[src/rtl/seq_subtractor_if.sv]
// Start/done handshake and operand/result bus of the multi-cycle subtractor.
// The master drives the request; the slave (the subtractor) returns status and result.
interface seq_subtractor_if #(
  parameter int WIDTH = 16
);
  logic             start;
  logic [WIDTH-1:0] a;
  logic [WIDTH-1:0] b;
  logic             bin;
  logic             busy;
  logic             done;
  logic [WIDTH-1:0] diff;
  logic             bout;
  logic             ovf;

  modport master (
    output start, a, b, bin,
    input  busy, done, diff, bout, ovf
  );

  modport slave (
    input  start, a, b, bin,
    output busy, done, diff, bout, ovf
  );
endinterface

[src/rtl/seq_subtractor.sv]
// Multi-cycle subtractor: diff = a - b - bin, resolved DIGIT bits per clock from the
// LSB upward through a registered borrow, with a start/busy/done handshake.
module seq_subtractor #(
  parameter int WIDTH = 16,
  parameter int DIGIT = 4
) (
  input logic           clk,
  input logic           rst,
  seq_subtractor_if.slave bus
);
  localparam int N  = WIDTH / DIGIT;
  localparam int IW = (N > 1) ? $clog2(N) : 1;
  localparam logic [IW-1:0] LAST = IW'(N - 1);

  typedef enum logic [1:0] {
    IDLE = 2'd0,
    RUN  = 2'd1,
    DONE = 2'd2
  } state_t;

  state_t           state;
  logic [WIDTH-1:0] op_a;
  logic [WIDTH-1:0] op_b;
  logic [WIDTH-1:0] res;
  logic [WIDTH-1:0] res_next;
  logic             borrow;
  logic [IW-1:0]    idx;
  logic [DIGIT-1:0] dig_a;
  logic [DIGIT-1:0] dig_b;
  logic [DIGIT:0]   dig_full;
  logic             accept;

  logic             busy_q;
  logic             done_q;
  logic [WIDTH-1:0] diff_q;
  logic             bout_q;
  logic             ovf_q;

  // A request is taken in IDLE and also in DONE, which gives back-to-back operation.
  assign accept = bus.start && (state != RUN);

  // One digit of the borrow chain; the top bit of dig_full is the borrow into the next digit.
  always_comb begin
    dig_a    = op_a[idx*DIGIT +: DIGIT];
    dig_b    = op_b[idx*DIGIT +: DIGIT];
    dig_full = {1'b0, dig_a} - {1'b0, dig_b} - {{DIGIT{1'b0}}, borrow};
    res_next = res;
    res_next[idx*DIGIT +: DIGIT] = dig_full[DIGIT-1:0];
  end

  always_ff @(posedge clk or posedge rst) begin
    if (rst) begin
      state  <= IDLE;
      op_a   <= '0;
      op_b   <= '0;
      res    <= '0;
      borrow <= 1'b0;
      idx    <= '0;
      busy_q <= 1'b0;
      done_q <= 1'b0;
      diff_q <= '0;
      bout_q <= 1'b0;
      ovf_q  <= 1'b0;
    end else begin
      if (accept) begin
        op_a   <= bus.a;
        op_b   <= bus.b;
        borrow <= bus.bin;
        idx    <= '0;
      end
      case (state)
        IDLE: begin
          done_q <= 1'b0;
          if (bus.start) begin
            state  <= RUN;
            busy_q <= 1'b1;
          end
        end
        RUN: begin
          res    <= res_next;
          borrow <= dig_full[DIGIT];
          idx    <= idx + 1'b1;
          // Architectural results change only here and hold until the next completion.
          if (idx == LAST) begin
            state  <= DONE;
            busy_q <= 1'b0;
            done_q <= 1'b1;
            diff_q <= res_next;
            bout_q <= dig_full[DIGIT];
            ovf_q  <= (op_a[WIDTH-1] ^ op_b[WIDTH-1]) &
                      (res_next[WIDTH-1] ^ op_a[WIDTH-1]);
          end
        end
        DONE: begin
          done_q <= 1'b0;
          if (bus.start) begin
            state  <= RUN;
            busy_q <= 1'b1;
          end else begin
            state <= IDLE;
          end
        end
        default: begin
          state  <= IDLE;
          busy_q <= 1'b0;
          done_q <= 1'b0;
        end
      endcase
    end
  end

  assign bus.busy = busy_q;
  assign bus.done = done_q;
  assign bus.diff = diff_q;
  assign bus.bout = bout_q;
  assign bus.ovf  = ovf_q;
endmodule

[src/flat_wrapper.sv]
// flat-port wrapper written by rule: the top's interface ports become plain ports
module seq_subtractor_flat 
#(
  parameter int WIDTH = 16,
  parameter int DIGIT = 4
)
  (clk, rst, bus_start, bus_a, bus_b, bus_bin, bus_busy, bus_done, bus_diff, bus_bout, bus_ovf);
  seq_subtractor_if #(.WIDTH(WIDTH)) bus_i ();
  input logic clk;
  input logic rst;
  input wire logic [$bits(bus_i.start)-1:0] bus_start;
  input wire logic [$bits(bus_i.a)-1:0] bus_a;
  input wire logic [$bits(bus_i.b)-1:0] bus_b;
  input wire logic [$bits(bus_i.bin)-1:0] bus_bin;
  output wire logic [$bits(bus_i.busy)-1:0] bus_busy;
  output wire logic [$bits(bus_i.done)-1:0] bus_done;
  output wire logic [$bits(bus_i.diff)-1:0] bus_diff;
  output wire logic [$bits(bus_i.bout)-1:0] bus_bout;
  output wire logic [$bits(bus_i.ovf)-1:0] bus_ovf;
  assign bus_i.start = bus_start;
  assign bus_i.a = bus_a;
  assign bus_i.b = bus_b;
  assign bus_i.bin = bus_bin;
  assign bus_busy = bus_i.busy;
  assign bus_done = bus_i.done;
  assign bus_diff = bus_i.diff;
  assign bus_bout = bus_i.bout;
  assign bus_ovf = bus_i.ovf;
  seq_subtractor #(.WIDTH(WIDTH), .DIGIT(DIGIT)) u_core (.clk(clk), .rst(rst), .bus(bus_i));
endmodule
[config.mk]
export PLATFORM = sky130hd
export DESIGN_NAME = seq_subtractor_flat
export DESIGN_NICKNAME = d
export VERILOG_FILES = /design/src/rtl/seq_subtractor_if.sv /design/src/rtl/seq_subtractor.sv /design/src/flat_wrapper.sv
export SDC_FILE = /design/constraint.sdc
export NUM_CORES = 1
export LEC_CHECK = 0
export BUFFER_PORTS_ARGS = -buffer_cell sky130_fd_sc_hd__buf_2
export CAP_MARGIN = 20
export CORE_UTILIZATION = 45
export CTS_BUF_LIST = sky130_fd_sc_hd__clkbuf_4
export DETAILED_ROUTE_END_ITERATION = 10
export PLACE_DENSITY = 0.66
export SLEW_MARGIN = 25
export SYNTH_ARGS = -nofsm -noshare
export SYNTH_HDL_FRONTEND = slang
export SYNTH_SLANG_ARGS = --single-unit
export TNS_END_PERCENT = 20
[constraint.sdc]
create_clock -name clk -period 3.4 [get_ports clk]
set_clock_uncertainty 0.05 [all_clocks]
set_input_delay 0.17 -clock clk [delete_from_list [all_inputs] [get_ports clk]]
set_output_delay 0.17 -clock clk [all_outputs]
set_load 0.005 [all_outputs]
==> qor.yml, run 1 <==
cell_area_after_synthesis_um2: 3357
detailroute.via_count: 2397
area_taken_by_multi_input_logic_gates_um2: 1404
floorplan.initialDensity_pct: 46.53
fin_cells: 463
synth_seq_area_share_pct: 54.42
cts_max_level: 3
status: "finished clean"
postSynth.topFlopCell: "sky130_fd_sc_hd__dfrtp_1"
detail-route-antenna-nets: 0
first_global_vias: 2308
remaining_drc_errors: 0
final_net_count: 408
ir_worst_vdd_mv: 0.5403
cts_tree: "built"
fillCellCount: 624
max_freq_mhz: 327.6
avgViaCountPerCell: 5.177
die_height_um: 88.37
rsz_0062_raised_after_global_routing: "false"
die_x_um: 88.37
grt_use_total_pct: 19.78
final.setup.tns_ps: 0
place.detailed.hpwl_um: 4568
tightestPinTransition_ps: 819.0
port_buffers: 55
synth_area_per_cell_um2: 12.48
share_of_layout_cells_above_drive_strength_1_pct: 33.79
design.die.area_um2: 7809
insertion_delay_ps: 420
post_synth_num_cell_types: 38
synth-edff-count: 0
finalWeightedCongestion: 0.7773
max_cap_viol_count: 0
post-route-min-period_ps: 3053
cts.root.buffer_cell: "sky130_fd_sc_hd__clkbuf_4"
grt_first_pass_wirelength_um: 11340
netlist_instances: 269
setup_viol: 0
cts_sinks: 73
slowest_stage: "sky130_fd_sc_hd__dfrtp_1"
area_growth_syn_to_layout_pct: 25.08
cts.reportedPaths.clkPinSlew_ps: 110
worstPathMaxFanout: 10
critical_path.top_delay_family: "flip-flops"
cts_made_buffers: 9
dr.pass1.iters: 4
critPathArrivalTime_ps: 3360
power_per_cell_area_nw_per_um2: 1071
diodes: 0
cts-resized-gates: 0
number_of_max_slew_violations_in_the_final_report: 0
synth_async_sr_flop_share_pct: 100.0
core_area_um2: 7214
hold_path.class: "in2reg"
startpoint_type: "register"
type_of_the_setup_path_with_the_least_slack: "reg2reg"
grt_max_degree: 41
yosysWarningCount: 0
power.static_leakage_nw: 1.960
dr.first_iter.drc_count: 112
period_share_pct: 89.79
max-slew-margin-rel_pct: 45.27
placed_insts: 414
drt_wirelength_um: 6800
count_of_buffering_cells_on_the_critical_path_with_inverters_included: 2
synth.ff_latch_count: 73
cp_data_required_time_ps: 3700
boundaryPins: 56
postLayoutCellArea_um2: 4199
synth.net_count: 317
initial_antenna_violation_count: 0
delay_of_the_slowest_critical_path_stage_ps: 680
wl_per_cell_um: 14.69
fp-row-count: 31
placed_cell_area_um2: 3731
grt_overflow_total: 0
cts-root-to-sink-buffers: 2
seq_area_um2: 1827
cp-end-kind: "register"
path_cells: "mux4_2, inv_1, fa_1, inv_1, fa_1, xnor2_1, and2_1, a22o_1"
finalHoldViolCount: 0
==> metal layers <==
| metal | wire (µm) | part of all wire, % | vias up | track usage, % |
|---|---|---|---|---|
| met3 | 271 | 4.0 | 10 | 3.825 |
| met2 | 3296 | 48 | 63 | 30.35 |
| met1 | 3111 | 46 | 1176 | 27.47 |
| li1 | - | - | 1148 | - |
| met4 | 122 | 1.8 | 0 | 8.798 |
| met5 | 0 | 0 | - | 0 |
==> sequential cells by signal (all words and copies together) (netlist names) <==
register	cells
u_core.bus.diff	16
u_core.op_a	16
u_core.op_b	16
u_core.res	16
u_core.idx	2
u_core.state	2
u_core.borrow	1
u_core.bus.bout	1
u_core.bus.busy	1
u_core.bus.done	1
u_core.bus.ovf	1
==> cells by family (layout without fill, tap and decap cells) <==
kind of cell,count (synthesis),after routing,share of synthesized area (%)
AO/OA/AOI/OAI,44,44,11.07
XOR/XNOR,3,3,1.007
adder cells (fa/ha/maj),12,12,4.920
buffers and inverters,32,127,3.764
flip-flops,73,73,54.42
multiplexers,40,40,16.10
AND/OR/NAND/NOR,65,65,8.722
==> where the power goes <==
part	leakage (nW)	switching (mW)	internal, mW	total (mW)
logic	0.998	1.39	1.06	2.45
registers	0.895	0.260	1.28	1.54
clock network	0.0676	0.300	0.216	0.516
==> what timing repair did <==
action                                 in CTS  in global routing
hold buffers                               34                  0
buffers inserted                            0                  0
endpoints found under the hold margin      73                  0
==> Yosys cell counts, types with 2 or more instances <==
cell / count / share of area, %
sky130_fd_sc_hd__a221oi_2: 3 / 1.3
sky130_fd_sc_hd__o21ai_0: 5 / 0.75
sky130_fd_sc_hd__mux2_2: 32 / 11
sky130_fd_sc_hd__a32o_1: 7 / 2.1
sky130_fd_sc_hd__buf_1: 2 / 0.22
sky130_fd_sc_hd__fa_1: 2 / 1.2
sky130_fd_sc_hd__ha_1: 10 / 3.7
sky130_fd_sc_hd__nor2b_1: 2 / 0.37
sky130_fd_sc_hd__a221oi_1: 11 / 2.9
sky130_fd_sc_hd__nand2_1: 17 / 1.9
sky130_fd_sc_hd__a21oi_1: 4 / 0.60
sky130_fd_sc_hd__a22o_1: 8 / 2.1
sky130_fd_sc_hd__nand2b_1: 3 / 0.56
sky130_fd_sc_hd__dfrtp_1: 73 / 54
sky130_fd_sc_hd__buf_2: 5 / 0.75
sky130_fd_sc_hd__nor2_1: 32 / 3.6
sky130_fd_sc_hd__xnor2_1: 2 / 0.52
sky130_fd_sc_hd__inv_1: 18 / 2.0
sky130_fd_sc_hd__and3_1: 2 / 0.37
sky130_fd_sc_hd__mux4_2: 8 / 5.4
sky130_fd_sc_hd__clkbuf_1: 6 / 0.67
==> per-stage QoR <==
stage	total power [mW]	hold WS, ps	worst slack, ps	util (%)
after floorplan	3.270	218.2	671.2	-
after global routing	4.899	61.48	26.03	58.20
final	4.498	59.73	347.2	58.20
after detailed placement	3.992	325.1	318.8	51.72
after global placement	3.905	325.9	399.0	51.72
after CTS	4.531	40.95	316.1	58.20
==> final cells by class <==
type	count	area share, %
inverter	19	1.698
clock inverter	6	1.430
sequential	73	43.50
multi-input combinational	164	33.43
tap	99	2.950
timing repair buffer	93	15.38
clock buffer	9	1.609
==> worst min-delay path, stage by stage <==
cell and delay, ps:
sky130_fd_sc_hd__buf_2 100, sky130_fd_sc_hd__nand2_1 70, sky130_fd_sc_hd__o211a_1 130, sky130_fd_sc_hd__a21oi_1 40
==> cell usage in the layout, fill, tap and decap left out, types with 4 or more instances in the layout <==
master / instances
sky130_fd_sc_hd__dfrtp_1: 73
sky130_fd_sc_hd__buf_2: 55
sky130_fd_sc_hd__dlygate4sd3_1: 34
sky130_fd_sc_hd__nor2_1: 32
sky130_fd_sc_hd__mux2_2: 32
sky130_fd_sc_hd__nand2_1: 17
sky130_fd_sc_hd__inv_1: 17
sky130_fd_sc_hd__a221oi_1: 11
sky130_fd_sc_hd__ha_1: 10
sky130_fd_sc_hd__clkbuf_4: 9
sky130_fd_sc_hd__mux4_2: 8
sky130_fd_sc_hd__a22o_1: 8
sky130_fd_sc_hd__a32o_1: 7
sky130_fd_sc_hd__o21ai_0: 5
sky130_fd_sc_hd__a21oi_1: 4
sky130_fd_sc_hd__buf_4: 4
==> final timing paths <==
check,start,endpoint,cells after the start,slack (ps)
hold reg to reg,u_core.bus.busy,u_core.bus.busy,2,430
setup reg to reg,u_core.idx[0],u_core.res[14],8,350
min in group asynchronous,rst,u_core.op_b[8],3,390
setup / recovery,u_core.idx[0],u_core.res[14],8,350
hold / removal,bus_bin,u_core.borrow,4,60
max in group asynchronous,rst,u_core.res[7],4,1960
(Power assumes the default switching activity.)
==> inputs of run 2 (changes only) <==
--- a/config.mk
+++ b/config.mk
@@ -5,12 +5,14 @@
 export SDC_FILE = /design/constraint.sdc
 export NUM_CORES = 1
 export LEC_CHECK = 0
+export ABC_AREA = 1
 export BUFFER_PORTS_ARGS = -buffer_cell sky130_fd_sc_hd__buf_2
 export CAP_MARGIN = 20
 export CORE_UTILIZATION = 45
 export CTS_BUF_LIST = sky130_fd_sc_hd__clkbuf_4
 export DETAILED_ROUTE_END_ITERATION = 10
 export PLACE_DENSITY = 0.66
+export SKIP_LAST_GASP = 1
 export SLEW_MARGIN = 25
 export SYNTH_ARGS = -nofsm -noshare
 export SYNTH_HDL_FRONTEND = slang
==> qor.yml, run 2 <==
status: "finished clean"
fp-row-count: 31  # unchanged
cts.root.buffer_cell: "sky130_fd_sc_hd__clkbuf_4"
netlist_instances: 430  # +60%
wl_per_cell_um: 12.39  # -16%
cp_data_required_time_ps: 3710  # about the same
path_cells: "inv_1, a21oi_1, a32o_1, fa_1, inv_1, fa_1, nor2_1, nand2_1, o22ai_1, nand2_1, o21ai_0"
post-route-min-period_ps: 2844  # -209.1 ps
delay_of_the_slowest_critical_path_stage_ps: 480  # -200 ps
synth-edff-count: 0  # unchanged
finalWeightedCongestion: 0.8709  # +12%
grt_use_total_pct: 20.86  # +1.1 points
number_of_max_slew_violations_in_the_final_report: 0  # unchanged
worstPathMaxFanout: 15  # +5
cts_tree: "built"
boundaryPins: 56  # unchanged
critical_path.top_delay_family: "adder cells"
max_freq_mhz: 351.7  # +7.4%
finalHoldViolCount: 0  # unchanged
synth_area_per_cell_um2: 8.115  # -35%
final_critical_path_setup_slack_ps: 556.3  # +209.1 ps
startpoint_type: "register"
setup_viol: 0  # unchanged
cell_area_after_synthesis_um2: 3490  # +4.0%
cell_internal_pwr_mw: 2.272  # -11%
max_cap_viol_count: 0  # unchanged
type_of_the_setup_path_with_the_least_slack: "reg2reg"
rsz_0062_raised_after_global_routing: "false"
wl_met1_um: 3560  # +14%
detailroute.via_count: 2974  # +24%
synth_top_area_cell: "sky130_fd_sc_hd__dfrtp_1"
count_of_buffering_cells_on_the_critical_path_with_inverters_included: 2  # unchanged
insertion_delay_ps: 430  # about the same
ir_worst_vdd_mv: 0.4268  # -21%
worst_slack_placed_ps: 632.4  # +313.6 ps
cts-root-to-sink-buffers: 2  # unchanged
yosysWarningCount: 0  # unchanged
layout.cells.most_common: "sky130_fd_sc_hd__nand2_1"
port_buffers: 55  # unchanged
cts_made_buffers: 9  # unchanged
ys_top_cells_by_count: "192 x sky130_fd_sc_hd__nand2_1, 73 x sky130_fd_sc_hd__dfrtp_1, 38 x sky130_fd_sc_hd__inv_1, 29 x sky130_fd_sc_hd__o21ai_0, 15 x sky130_fd_sc_hd__nor2_1"
crit-reg2reg-launch: "u_core.idx[1]"
max-slew-margin-rel_pct: 46.02  # +0.75 points
synth.ff_latch_count: 73  # unchanged
postSynth.topFlopCell: "sky130_fd_sc_hd__dfrtp_1"
post_synth_num_cell_types: 28  # -26%
post-synth-top-area-fraction_pct: 52.35  # -2.1 points
dr.pass1.iters: 4  # unchanged
power.static_leakage_nw: 2.299  # +17%
cts.reportedPaths.clkPinSlew_ps: 120  # about the same
core_area_um2: 7370  # +2.2%
synth_async_sr_flop_share_pct: 100.0  # unchanged
routed-wl-met2_um: 3773  # +14%
design.die.area_um2: 8111  # +3.9%
grt_overflow_total: 0  # unchanged
initial_antenna_violation_count: 0  # unchanged
cts_sinks: 73  # unchanged
dr.max_layer_used: "met4"
diodes: 0  # unchanged
avgViaCountPerCell: 4.781  # -7.6%
final.setup.tns_ps: 0  # unchanged
cts_setup_buffers: 0  # unchanged
grt_first_pass_wirelength_um: 13670  # +21%
power_per_cell_area_nw_per_um2: 949.0  # -11%
power.switching_fraction_pct: 44.67  # +1.3 points
drt_wirelength_um: 7704  # +13%
reg2reg_slack_ps: 560  # +210 ps
share_of_layout_cells_above_drive_strength_1_pct: 17.78  # -16 points
crit_path_start: "u_core.idx[1]"
tightestPinTransition_ps: 808.9  # -10.14 ps
die_x_um: 90.06  # +1.9%
pwr-share-clk_pct: 13.2  # +1.7 points
die_height_um: 90.06  # +1.9%
first_global_vias: 3032  # +31%
met3RoutedLength_um: 253  # -6.6%
remaining_drc_errors: 0  # unchanged
synth.net_count: 478  # +51%
total_switching_power_mw: 1.834  # -5.9%
combPwrFrac_pct: 52.1  # -2.3 points
cts_max_level: 3  # unchanged
detail-route-antenna-nets: 0  # unchanged
synth.top_cells.by_area: "sky130_fd_sc_hd__dfrtp_1 52%, sky130_fd_sc_hd__nand2_1 21%, sky130_fd_sc_hd__o21ai_0 4.2%, sky130_fd_sc_hd__inv_1 4.1%, sky130_fd_sc_hd__ha_1 3.6%"
period_share_pct: 83.64  # -6.2 points
synth_seq_area_share_pct: 52.35  # -2.1 points
dr.first_iter.drc_count: 152  # +36%
slowest_stage: "sky130_fd_sc_hd__dfrtp_1"
place.detailed.hpwl_um: 5189  # +14%
hold_path.class: "in2async"
seq_power_share_pct: 34.7  # +0.5 points
floorplan.initialDensity_pct: 47.35  # +0.82 points
mostFrequentLayoutCells: "192 x sky130_fd_sc_hd__nand2_1, 73 x sky130_fd_sc_hd__dfrtp_1, 55 x sky130_fd_sc_hd__buf_2"
hold_slack_ps: 274.7  # +214.9 ps
grt_max_degree: 48  # +17%
critPathArrivalTime_ps: 3150  # -210 ps
area_growth_syn_to_layout_pct: 23.99
synth.most_common_cell: "sky130_fd_sc_hd__nand2_1"
cp-end-kind: "register"
final_net_count: 566  # +39%
==> run 2: cell types whose count changed in the layout (fill, tap and decap cells not counted), moves of 8 or more <==
cell                       change
sky130_fd_sc_hd__a22o_1        -8
sky130_fd_sc_hd__o22ai_1      +14
sky130_fd_sc_hd__o21ai_0      +24
sky130_fd_sc_hd__mux4_2        -8
sky130_fd_sc_hd__nand2_1     +175
sky130_fd_sc_hd__a221oi_1     -11
sky130_fd_sc_hd__mux2_2       -32
sky130_fd_sc_hd__nor2_1       -17
sky130_fd_sc_hd__inv_1        +20
==> run 2: layout make-up <==
type / instances / area, µm²
fillers: 707 / 3043
flip-flops and latches: 73 / 1827
multi-input cells: 298 / 1428
repair buffers: 93 / 648.1
inverters: 43 / 161.4
well taps: 99 / 123.9
clock buffers: 11 / 82.58
clock inverters: 5 / 56.30
==> run 2: path summary, 6_finish.rpt <==
path	depth (start not counted)	endpoint
worst min register to register	2	u_core.op_b[1]
worst max-delay path	11	u_core.res[5]
max in group asynchronous	4	u_core.op_b[12]
min in group clk	4	u_core.op_a[8]
worst max register to register	11	u_core.res[5]
worst min-delay path	3	u_core.res[5]
==> run 2: cell families (layout without fill, tap and decap cells) <==
family                     count (synthesis)  count (layout)  synth area share [%]
adders and majority gates                 12              12                 4.733
DFF                                       73              73                 52.35
buffers and inverters                     59             152                 6.741
and+or+nand+nor                          227             227                 26.32
xor gates and xnor gates                   2               2                0.5021
AOI/OAI and AO/OA                         57              57                 9.358
==> run 2: worst reg2reg max path, delay by kind of cell (launching register included) <==
family,cells,cell delay (ps)
AO/OA/AOI/OAI,4,590
AND/OR/NAND/NOR,3,310
flip-flops,1,480
adder cells (fa/ha/maj),2,880
buffers and inverters,2,470
==> run 2: layer usage <==
metal	vias to the layer above	GRT usage (%)
li1	1518	-
met1	1380	27.00
met3	13	3.215
met5	-	0
met2	63	34.73
met4	0	9.005
==> run 2: power by group through the flow <==
stage / Sequential, mW / Combinational [mW] / Clock, mW
global placement: 1.44 / 2.06 / 0
detailed placement: 1.45 / 2.09 / 0
floorplan: 1.41 / 1.60 / 0
CTS: 1.43 / 2.14 / 0.556
finish: 1.43 / 2.14 / 0.542
global route: 1.47 / 2.47 / 0.589
==> run 2: timing repair <==
action	CTS	global route
hold buffers	35	0
hold endpoints to repair	61	0
gates resized for setup	0	0
==> run 2: through the flow <==
stage | power (mW) | cell area [µm²] | instances | util, %
after floorplan | 3.012 | 3490 | 430 | -
after global placement | 3.494 | 3837 | 571 | 52.07
after detailed placement | 3.540 | 3837 | 571 | 52.07
after CTS | 4.129 | 4327 | 622 | 58.71
after global routing | 4.527 | 4327 | 622 | 58.71
final | 4.106 | 4327 | 622 | 58.71
